## src/rtl/mem_arb_pkg.sv

```systemverilog
// Shared types for the IF/DM single-port memory arbiter.
package mem_arb_pkg;

    typedef enum logic [1:0] {
        IDLE = 2'd0,
        BUSY = 2'd1,
        RESP = 2'd2
    } arb_state_e;

    localparam logic OWNER_IF = 1'b0;
    localparam logic OWNER_DM = 1'b1;

endpackage

```

## src/rtl/mem_arb_pick.sv

```systemverilog
// Combinational owner selection: DM wins unless it has used up its burst while IF waits.
module mem_arb_pick
    import mem_arb_pkg::*;
#(
    parameter int unsigned MAX_DM_BURST = 3,
    parameter int unsigned SW           = 2
) (
    input  logic          if_req_i,
    input  logic          dm_req_i,
    input  logic [SW-1:0] dm_streak_i,
    output logic          pick_valid_c_o,
    output logic          pick_owner_c_o
);

    always_comb begin
        pick_valid_c_o = if_req_i | dm_req_i;
        pick_owner_c_o = OWNER_IF;
        if (dm_req_i && (!if_req_i || (dm_streak_i < SW'(MAX_DM_BURST)))) begin
            pick_owner_c_o = OWNER_DM;
        end
    end

endmodule

```

## src/rtl/mem_port_arbiter.sv

```systemverilog
// Single-port memory arbiter between instruction fetch and data memory stage.
// Optional busy timeout with error completion enabled by ARB_TIMEOUT_EN.
module mem_port_arbiter
    import mem_arb_pkg::*;
#(
    parameter int unsigned AW           = 32,
    parameter int unsigned DW           = 32,
    parameter int unsigned MAX_DM_BURST = 3,
    parameter int unsigned TIMEOUT      = 15
) (
    input  logic          CLK,
    input  logic          RST,
    input  logic          IF_REQ,
    input  logic [AW-1:0] IF_ADDR,
    output logic          IF_GNT,
    output logic          IF_DONE,
    input  logic          DM_REQ,
    input  logic          DM_WE,
    input  logic [AW-1:0] DM_ADDR,
    input  logic [DW-1:0] DM_WDATA,
    output logic          DM_GNT,
    output logic          DM_DONE,
    output logic [DW-1:0] RDATA,
    output logic          ERR,
    output logic          MEM_EN,
    output logic          MEM_WE,
    output logic [AW-1:0] MEM_ADDR,
    output logic [DW-1:0] MEM_WDATA,
    input  logic [DW-1:0] MEM_RDATA,
    input  logic          MEM_ACK,
    output logic          MUX_SEL
);

    localparam int unsigned SW = $clog2(MAX_DM_BURST + 1);

    arb_state_e    state_q;
    logic [SW-1:0] dm_streak_q;
    logic          if_gnt_q, dm_gnt_q, if_done_q, dm_done_q;
    logic          mem_en_q, mem_we_q, mux_sel_q;
    logic [AW-1:0] mem_addr_q;
    logic [DW-1:0] mem_wdata_q, rdata_q;
    logic          pick_valid_c, pick_owner_c;

    mem_arb_pick #(
        .MAX_DM_BURST (MAX_DM_BURST),
        .SW           (SW)
    ) u_pick (
        .if_req_i       (IF_REQ),
        .dm_req_i       (DM_REQ),
        .dm_streak_i    (dm_streak_q),
        .pick_valid_c_o (pick_valid_c),
        .pick_owner_c_o (pick_owner_c)
    );

`ifdef ARB_TIMEOUT_EN
    localparam int unsigned TW = $clog2(TIMEOUT + 1);
    logic [TW-1:0] tmo_cnt_q;
    logic          err_q;
    assign ERR = err_q;
`else
    assign ERR = 1'b0;
`endif

    // Arbitration FSM with all outputs held in registers
    always_ff @(posedge CLK or posedge RST) begin
        if (RST) begin
            state_q     <= IDLE;
            dm_streak_q <= '0;
            if_gnt_q    <= 1'b0;
            dm_gnt_q    <= 1'b0;
            if_done_q   <= 1'b0;
            dm_done_q   <= 1'b0;
            mem_en_q    <= 1'b0;
            mem_we_q    <= 1'b0;
            mux_sel_q   <= 1'b0;
            mem_addr_q  <= '0;
            mem_wdata_q <= '0;
            rdata_q     <= '0;
`ifdef ARB_TIMEOUT_EN
            tmo_cnt_q   <= '0;
            err_q       <= 1'b0;
`endif
        end else begin
            case (state_q)
                IDLE: begin
                    if (pick_valid_c) begin
                        state_q   <= BUSY;
                        mem_en_q  <= 1'b1;
                        mux_sel_q <= pick_owner_c;
`ifdef ARB_TIMEOUT_EN
                        tmo_cnt_q <= '0;
`endif
                        if (pick_owner_c == OWNER_DM) begin
                            dm_gnt_q    <= 1'b1;
                            mem_addr_q  <= DM_ADDR;
                            mem_wdata_q <= DM_WDATA;
                            mem_we_q    <= DM_WE;
                            if (dm_streak_q != SW'(MAX_DM_BURST)) begin
                                dm_streak_q <= dm_streak_q + SW'(1);
                            end
                        end else begin
                            if_gnt_q    <= 1'b1;
                            mem_addr_q  <= IF_ADDR;
                            mem_wdata_q <= '0;
                            mem_we_q    <= 1'b0;
                            dm_streak_q <= '0;
                        end
                    end
                end
                BUSY: begin
                    if_gnt_q <= 1'b0;
                    dm_gnt_q <= 1'b0;
                    if (MEM_ACK) begin
                        state_q  <= RESP;
                        mem_en_q <= 1'b0;
                        rdata_q  <= mem_we_q ? '0 : MEM_RDATA;
                        if (mux_sel_q == OWNER_DM) dm_done_q <= 1'b1;
                        else                       if_done_q <= 1'b1;
`ifdef ARB_TIMEOUT_EN
                        err_q    <= 1'b0;
                    end else if (tmo_cnt_q == TW'(TIMEOUT)) begin
                        state_q  <= RESP;
                        mem_en_q <= 1'b0;
                        rdata_q  <= '0;
                        err_q    <= 1'b1;
                        if (mux_sel_q == OWNER_DM) dm_done_q <= 1'b1;
                        else                       if_done_q <= 1'b1;
                    end else begin
                        tmo_cnt_q <= tmo_cnt_q + TW'(1);
`endif
                    end
                end
                RESP: begin
                    if_done_q <= 1'b0;
                    dm_done_q <= 1'b0;
                    state_q   <= IDLE;
                end
                default: state_q <= IDLE;
            endcase
        end
    end

    assign IF_GNT    = if_gnt_q;
    assign DM_GNT    = dm_gnt_q;
    assign IF_DONE   = if_done_q;
    assign DM_DONE   = dm_done_q;
    assign MEM_EN    = mem_en_q;
    assign MEM_WE    = mem_we_q;
    assign MUX_SEL   = mux_sel_q;
    assign MEM_ADDR  = mem_addr_q;
    assign MEM_WDATA = mem_wdata_q;
    assign RDATA     = rdata_q;

endmodule

```

## config.mk

```make
export PLATFORM = sky130hd
export DESIGN_NAME = mem_port_arbiter
export DESIGN_NICKNAME = d
export VERILOG_FILES = /design/src/rtl/mem_arb_pkg.sv /design/src/rtl/mem_arb_pick.sv /design/src/rtl/mem_port_arbiter.sv
export SDC_FILE = /design/constraint.sdc
export NUM_CORES = 1
export LEC_CHECK = 0
export BUFFER_PORTS_ARGS = -buffer_cell sky130_fd_sc_hd__buf_2
export CORE_MARGIN = 3
export CORE_UTILIZATION = 35
export CTS_CLUSTER_SIZE = 24
export DETAILED_ROUTE_END_ITERATION = 8
export PLACE_DENSITY_LB_ADDON = 0.15
export SYNTH_ARGS = -nofsm -noshare
export SYNTH_HDL_FRONTEND = slang
export SYNTH_SLANG_ARGS = --single-unit
```

## constraint.sdc

```tcl
create_clock -name CLK -period 4.75 [get_ports CLK]
set_input_delay 0.95 -clock CLK [delete_from_list [all_inputs] [get_ports CLK]]
set_output_delay 0.95 -clock CLK [all_outputs]
set_load 0.005 [all_outputs]
```

==> out/summary.txt, run 1 <==
Outcome -> completed
Initial antenna violation count -> 0
CP Max Fanout -> 37
Fin nets -> 720
Clock share of power -> 22.0%
Number of cell rows -> 40
GP Congestion -> 0.739
Post-CTS Hold Buffers -> 0
Startpoint types -> register
I/O Pins -> 238
Sum Neg Setup Slack -> 0 ps
Sequential power share -> 43.7%
Clock root cell -> clkbuf_16
Largest family of logic cells by synthesized area -> compound AO/OA/AOI/OAI gates
Clock-pin slew on the worst setup and hold paths -> 70 ps
Worst vdd ir -> 0.000209 V
Synth Cell Area -> 4420 um2
CTS sink count -> 107
TritonCTS clock tree -> yes
Sw Pwr -> 1.17 mW
Final HPWL DP -> 8700 um
P per Cell Area -> 612 nW/um2
DRC -> 0
Hold Fails Final Rpt -> 0
Setup Viol. Count Final -> 0
Filler cell count in the final layout -> 1147
Cells after Synth -> 367
Largest net degree at the start of global routing -> 72
Postcts setup bufs -> 0
Clk buf depth -> 2
Antenna fix cells -> 0
Type of the worst setup path -> register to register
Vias after detailed routing -> 3718
Critical Path RT -> 4970 ps
CORE AREA -> 12200 um2
Register area -> 2680 um2
Die W -> 118 um
DR vias/cell -> 4.91
Endpoint class of the critical path -> register
H-tree Lvls -> 3
Worst-Skew Late Latency -> 340 ps
P&R area growth vs syn -> 35.7%
RSZ-0062 raised after global routing -> false
Worst EP arrival -> 2920 ps
Hold_ws -> 477 ps
Multiplexer share of the synthesized area -> 0%
Synth Area in Adders -> 0.283%
Worst hold path type -> register to register
Number of I/O port buffers -> 236
Tot GR Track Use -> 17.5%
Leak Pwr -> 3.13 nW
Max-slew violations -> 0
Area of the die -> 14000 um2
Post-Syn Nets -> 502
Iter 0 DRT Violations -> 213
Footprint of the multi-input gates -> 1540 um2
First-pass GRT wire length -> 19700 um
Drt wl/cell -> 16.0 um
Remaining antenna violation count -> 0
Yosys warns -> 0
Syn avg cell area -> 12.0 um2
CTS Buf Count -> 9
Unique masters post-synth -> 33
Total gr overflow -> 0
Post-Synth Simple-Gate Area -> 8.81%
Reg-to-reg setup timing slack -> 2050 ps
Clk_skew -> 7.52 ps
Fin crit period -> 2700 ps
Post-synthesis compound-gate area fraction -> 25.7%
Sw Share -> 31.8%
Max-Slew Margin vs Limit -> 20.9%
Internal -> 2.50 mW
Sequential element share of the synthesized area -> 60.6%
Max-capacitance violation count -> 0
Final wirelength -> 12100 um
Share of cells above drive strength 1 -> 44.1%
Slew @ Worst Pin -> 1190 ps
#FFs+latches synth -> 107
Fmax -> 370 MHz
Synth Area in XOR/XNOR -> 0%
Comb pwr share -> 34.3%
Final period util -> 56.9%
Die Ht -> 118 um
Number of global-route vias before repair -> 3753
Final Core Density -> 49.3%
DRT Pass-1 Iters -> 4
Initial core utilization -> 36.3%
CTS resizes -> 0
## layout make-up
type                       count  area share (%)
clock buffer                  10            3.99
clock inverter                 5            1.42
inverter                       5           0.355
multi-input combinational    221            25.7
sequential                   107            44.7
tap                          168            3.51
timing repair buffer         241            20.3
## critical path, stage by stage, from the launching register on
cell,delay [ps]
dfrtp_1,520
nor2_4,660
nand2_1,860
a22o_1,500
## cell usage after synthesis
master	count	share of area (%)
a31o_2	1	0.20
or2_1	1	0.14
o21ai_1	5	0.57
nand2b_1	33	4.7
inv_1	5	0.42
buf_2	13	1.5
a221o_1	32	7.3
nor2_4	1	0.25
a31oi_1	1	0.14
dfrtp_1	107	61
buf_6	1	0.25
a21o_1	2	0.34
nor2b_1	1	0.14
and3_1	1	0.14
a32o_1	1	0.23
nand3b_1	1	0.17
nor3b_1	1	0.17
clkbuf_2	2	0.23
o21ai_0	30	3.4
a2bb2oi_1	1	0.20
a211oi_1	2	0.34
nor2_1	2	0.17
a21boi_1	3	0.51
nor4_1	1	0.14
nand2_1	33	2.8
buf_4	7	1.2
a21boi_0	29	4.9
ha_1	1	0.28
clkbuf_1	11	0.93
conb_1	1	0.085
a21oi_1	2	0.23
a2111oi_4	1	0.62
a22o_1	34	6.7
## worst paths after layout
| check | to | startpoint | cells past startpoint |
|---|---|---|---|
| min in group asynchronous | RDATA[11] | RST | 2 |
| setup reg to reg | MEM_WDATA[7] | state_q[0] | 3 |
| hold reg to reg | RDATA[2] | RDATA[2] | 2 |
| max in group asynchronous | MEM_ADDR[24] | RST | 3 |
| hold / removal | RDATA[2] | RDATA[2] | 2 |
| setup / recovery | MEM_WDATA[7] | state_q[0] | 3 |
## power by group through the flow
stage	registers, mW	clock network (mW)	logic [mW]
2_1_floorplan	1.60	0	0.667
3_3_place_gp	1.61	0	1.26
3_5_place_dp	1.61	0	1.30
4_1_cts	1.61	0.837	1.29
5_1_grt	1.67	0.871	1.42
6_report	1.60	0.807	1.26
## sequential cells by signal, indices dropped and copies added, names as in the netlist, 2 cells and up
name,count
MEM_ADDR,32
MEM_WDATA,32
RDATA,32
dm_streak_q,2
state_q,2
## metrics by stage
step | power [mW] | cells | setup slack, ps | area (um2)
final | 3.67 | 757 | 2050 | 5990
after global routing | 3.95 | 757 | 1790 | 5990
after CTS | 3.73 | 757 | 2000 | 5990
after detailed placement | 2.90 | 742 | 2010 | 5670
after global placement | 2.87 | 742 | 2120 | 5670
after floorplan | 2.27 | 367 | 983 | 4420
## per-layer routing
metal  global-route usage, %  routed length [um]  vias to the layer above
li1                        -                   -                     1776
met1                    22.9                5190                     1756
met2                    28.2                5760                      175
met3                    4.69                1010                       11
met4                    5.71                 157                        0
met5                       0                   0                        -
## cells in the final DEF, fill, tap and decap left out, types with 2 or more instances in the layout
cell type,instances
buf_2,236
dfrtp_1,107
a22o_1,34
nand2b_1,33
nand2_1,33
a221o_1,32
o21ai_0,30
a21boi_0,29
clkbuf_16,9
o21ai_1,5
buf_4,5
inv_1,4
a21boi_1,3
a21o_1,2
nor2_1,2
a211oi_1,2
a21oi_1,2
bufinv_16,2
## cell families after synthesis
kind of cell,Yosys count
AND/OR/NAND/NOR,75
other,1
AO/OA/AOI/OAI,144
adder cells (fa/ha/maj),1
flip-flops,107
buffers and inverters,39
Note: power is estimated with default switching activity, not from simulation.
==> run 2: changes to the inputs <==
- clock period: 4.75 -> 2.6 ns (I/O delays scaled with it)
==> out/summary.txt, run 2 (synthesis gave the netlist of run 1 again) <==
Outcome -> completed
Antenna fix cells -> 0 (unchanged)
Max-slew violations -> 0 (unchanged)
Largest net degree at the start of global routing -> 66 (-8.3%)
DR vias/cell -> 4.93 (+0.30%)
Worst vdd ir -> 0.000386 V (+85%)
Sum Neg Setup Slack -> 0 ps (unchanged)
Filler cell count in the final layout -> 1161 (+1.2%)
Fin crit period -> 2200 ps (-499 ps)
Commonest non-fill, non-tap cells in the layout -> 236 x buf_2, 107 x dfrtp_1, 34 x a22o_1, 33 x nand2b_1, 33 x nand2_1
Fin cells -> 761 (+0.53%)
Startpoint types -> register
Hold Fails Final Rpt -> 0 (unchanged)
Fmax -> 454 MHz (+23%)
Hold_ws -> 249 ps (-228 ps)
Footprint of the multi-input gates -> 1540 um2 (unchanged)
CP Max Fanout -> 32 (-14%)
P&R area growth vs syn -> 36.3%
RR Startpoint -> dm_streak_q[0]
DP Cell Count -> 746 (+0.54%)
Setup Viol. Count Final -> 0 (unchanged)
Clk_skew -> 7.16 ps (-0.355 ps)
Critical Path RT -> 2870 ps (-2100 ps)
DRC -> 0 (unchanged)
Register area -> 2680 um2 (unchanged)
CTS resizes -> 0 (unchanged)
First-pass GRT wire length -> 19700 um (-0.24%)
Initial core utilization -> 36.3% (unchanged)
GP Congestion -> 0.739 (about the same)
Fin nets -> 724 (+0.56%)
Final wirelength -> 12100 um (about the same)
CORE AREA -> 12200 um2 (unchanged)
R2R Path End -> MEM_ADDR[0]
Remaining antenna violation count -> 0 (unchanged)
Number of cell rows -> 40 (unchanged)
Max-Slew Margin vs Limit -> 16.5% (-4.5 points)
Number of global-route vias before repair -> 3878 (+3.3%)
Max-capacitance violation count -> 0 (unchanged)
DRT Pass-1 Iters -> 4 (unchanged)
Die W -> 118 um (unchanged)
Leak Pwr -> 3.14 nW (+0.34%)
H-tree Lvls -> 3 (unchanged)
Slew @ Worst Pin -> 1250 ps (+67.3 ps)
Initial antenna violation count -> 0 (unchanged)
CP Launch Point -> dm_streak_q[0]
Setup ws final -> 398 ps (-1650 ps)
Endpoint class of the critical path -> register
Tot GR Track Use -> 17.3% (-0.13 points)
Total gr overflow -> 0 (unchanged)
Worst-Skew Late Latency -> 340 ps (about the same)
Postcts setup bufs -> 0 (unchanged)
CTS sink count -> 107 (unchanged)
Number of I/O port buffers -> 236 (unchanged)
TritonCTS clock tree -> yes
Leading cell type in the layout, fill and taps excluded -> buf_2
Final HPWL DP -> 8700 um (about the same)
Post-CTS Hold Buffers -> 0 (unchanged)
Design area -> 6020 um2 (+0.44%)
I/O Pins -> 238 (unchanged)
CTS Buf Count -> 9 (unchanged)
Worst EP arrival -> 2470 ps (-450 ps)
Share of cells above drive strength 1 -> 44.4% (+0.21 points)
Final period util -> 84.7% (+28 points)
Reg2Reg Depth -> 4 (+1)
Type of the worst setup path -> register to register
Drt wl/cell -> 15.9 um (-0.59%)
Clk buf depth -> 2 (unchanged)
Worst hold path type -> input pin to async pin
Iter 0 DRT Violations -> 179 (-16%)
Placed cell areas -> 5720 um2 (+0.99%)
Critical Path Sink -> MEM_ADDR[0]
Pre-CTS WS -> 420 ps (-1590 ps)
Die Ht -> 118 um (unchanged)
Vias after detailed routing -> 3749 (+0.83%)
Reg-to-reg setup timing slack -> 400 ps (-1650 ps)
RSZ-0062 raised after global routing -> false
Clock-pin slew on the worst setup and hold paths -> 70 ps (about the same)
P per Cell Area -> 1100 nW/um2 (+79%)
Area of the die -> 14000 um2 (unchanged)
Clock root cell -> clkbuf_16
run 2: cell types whose count changed in the layout (fill, tap and decap cells not counted):
| cell | before | now |
|---|---|---|
| bufinv_16 | 2 | 1 |
| clkinv_2 | 0 | 1 |
| buf_12 | 0 | 2 |
| clkbuf_1 | 0 | 1 |
| clkinvlp_4 | 1 | 2 |
| inv_6 | 1 | 0 |
| inv_4 | 1 | 0 |
| buf_4 | 5 | 7 |
run 2: worst min path at each step:
stage                   start  cells after the start             end
2_1_floorplan  dm_streak_q[1]                      1  dm_streak_q[1]
3_3_place_gp        RDATA[28]                      2       RDATA[28]
3_5_place_dp        RDATA[12]                      2       RDATA[12]
4_1_cts                   RST                      2        RDATA[2]
5_1_grt                   RST                      2        RDATA[1]
6_report                  RST                      2       RDATA[23]
run 2: final cells by class:
cell class                 count  area share, %
inverter                       5          0.374
tap                          168           3.49
clock buffer                  11           4.03
clock inverter                 4          0.852
timing repair buffer         245           21.2
multi-input combinational    221           25.6
sequential                   107           44.5
run 2: metrics by stage:
stage	total power [mW]	utilization, %
2_1_floorplan	4.14	-
3_3_place_gp	5.25	47.1
3_5_place_dp	5.32	47.1
4_1_cts	6.72	49.5
5_1_grt	7.11	49.5
6_report	6.61	49.5
run 2: metal layers:
layer	track usage, %	vias up	share of wire (%)	routed length, um
li1	-	1783	-	-
met1	22.9	1789	43	5220
met3	5.22	14	8.9	1070
met2	26.9	163	46	5600
met4	6.67	0	1.8	212
met5	0	-	0	0
run 2: critical path, cell delays in order (launching register included):
cell	delay (ps)
dfrtp_1	370
ha_1	260
nand2b_1	180
and3_1	1010
a221o_1	310
run 2: power by group:
part	switching, mW	internal, mW
clock network	0.584	0.768
registers	0.444	2.44
logic	1.09	1.28
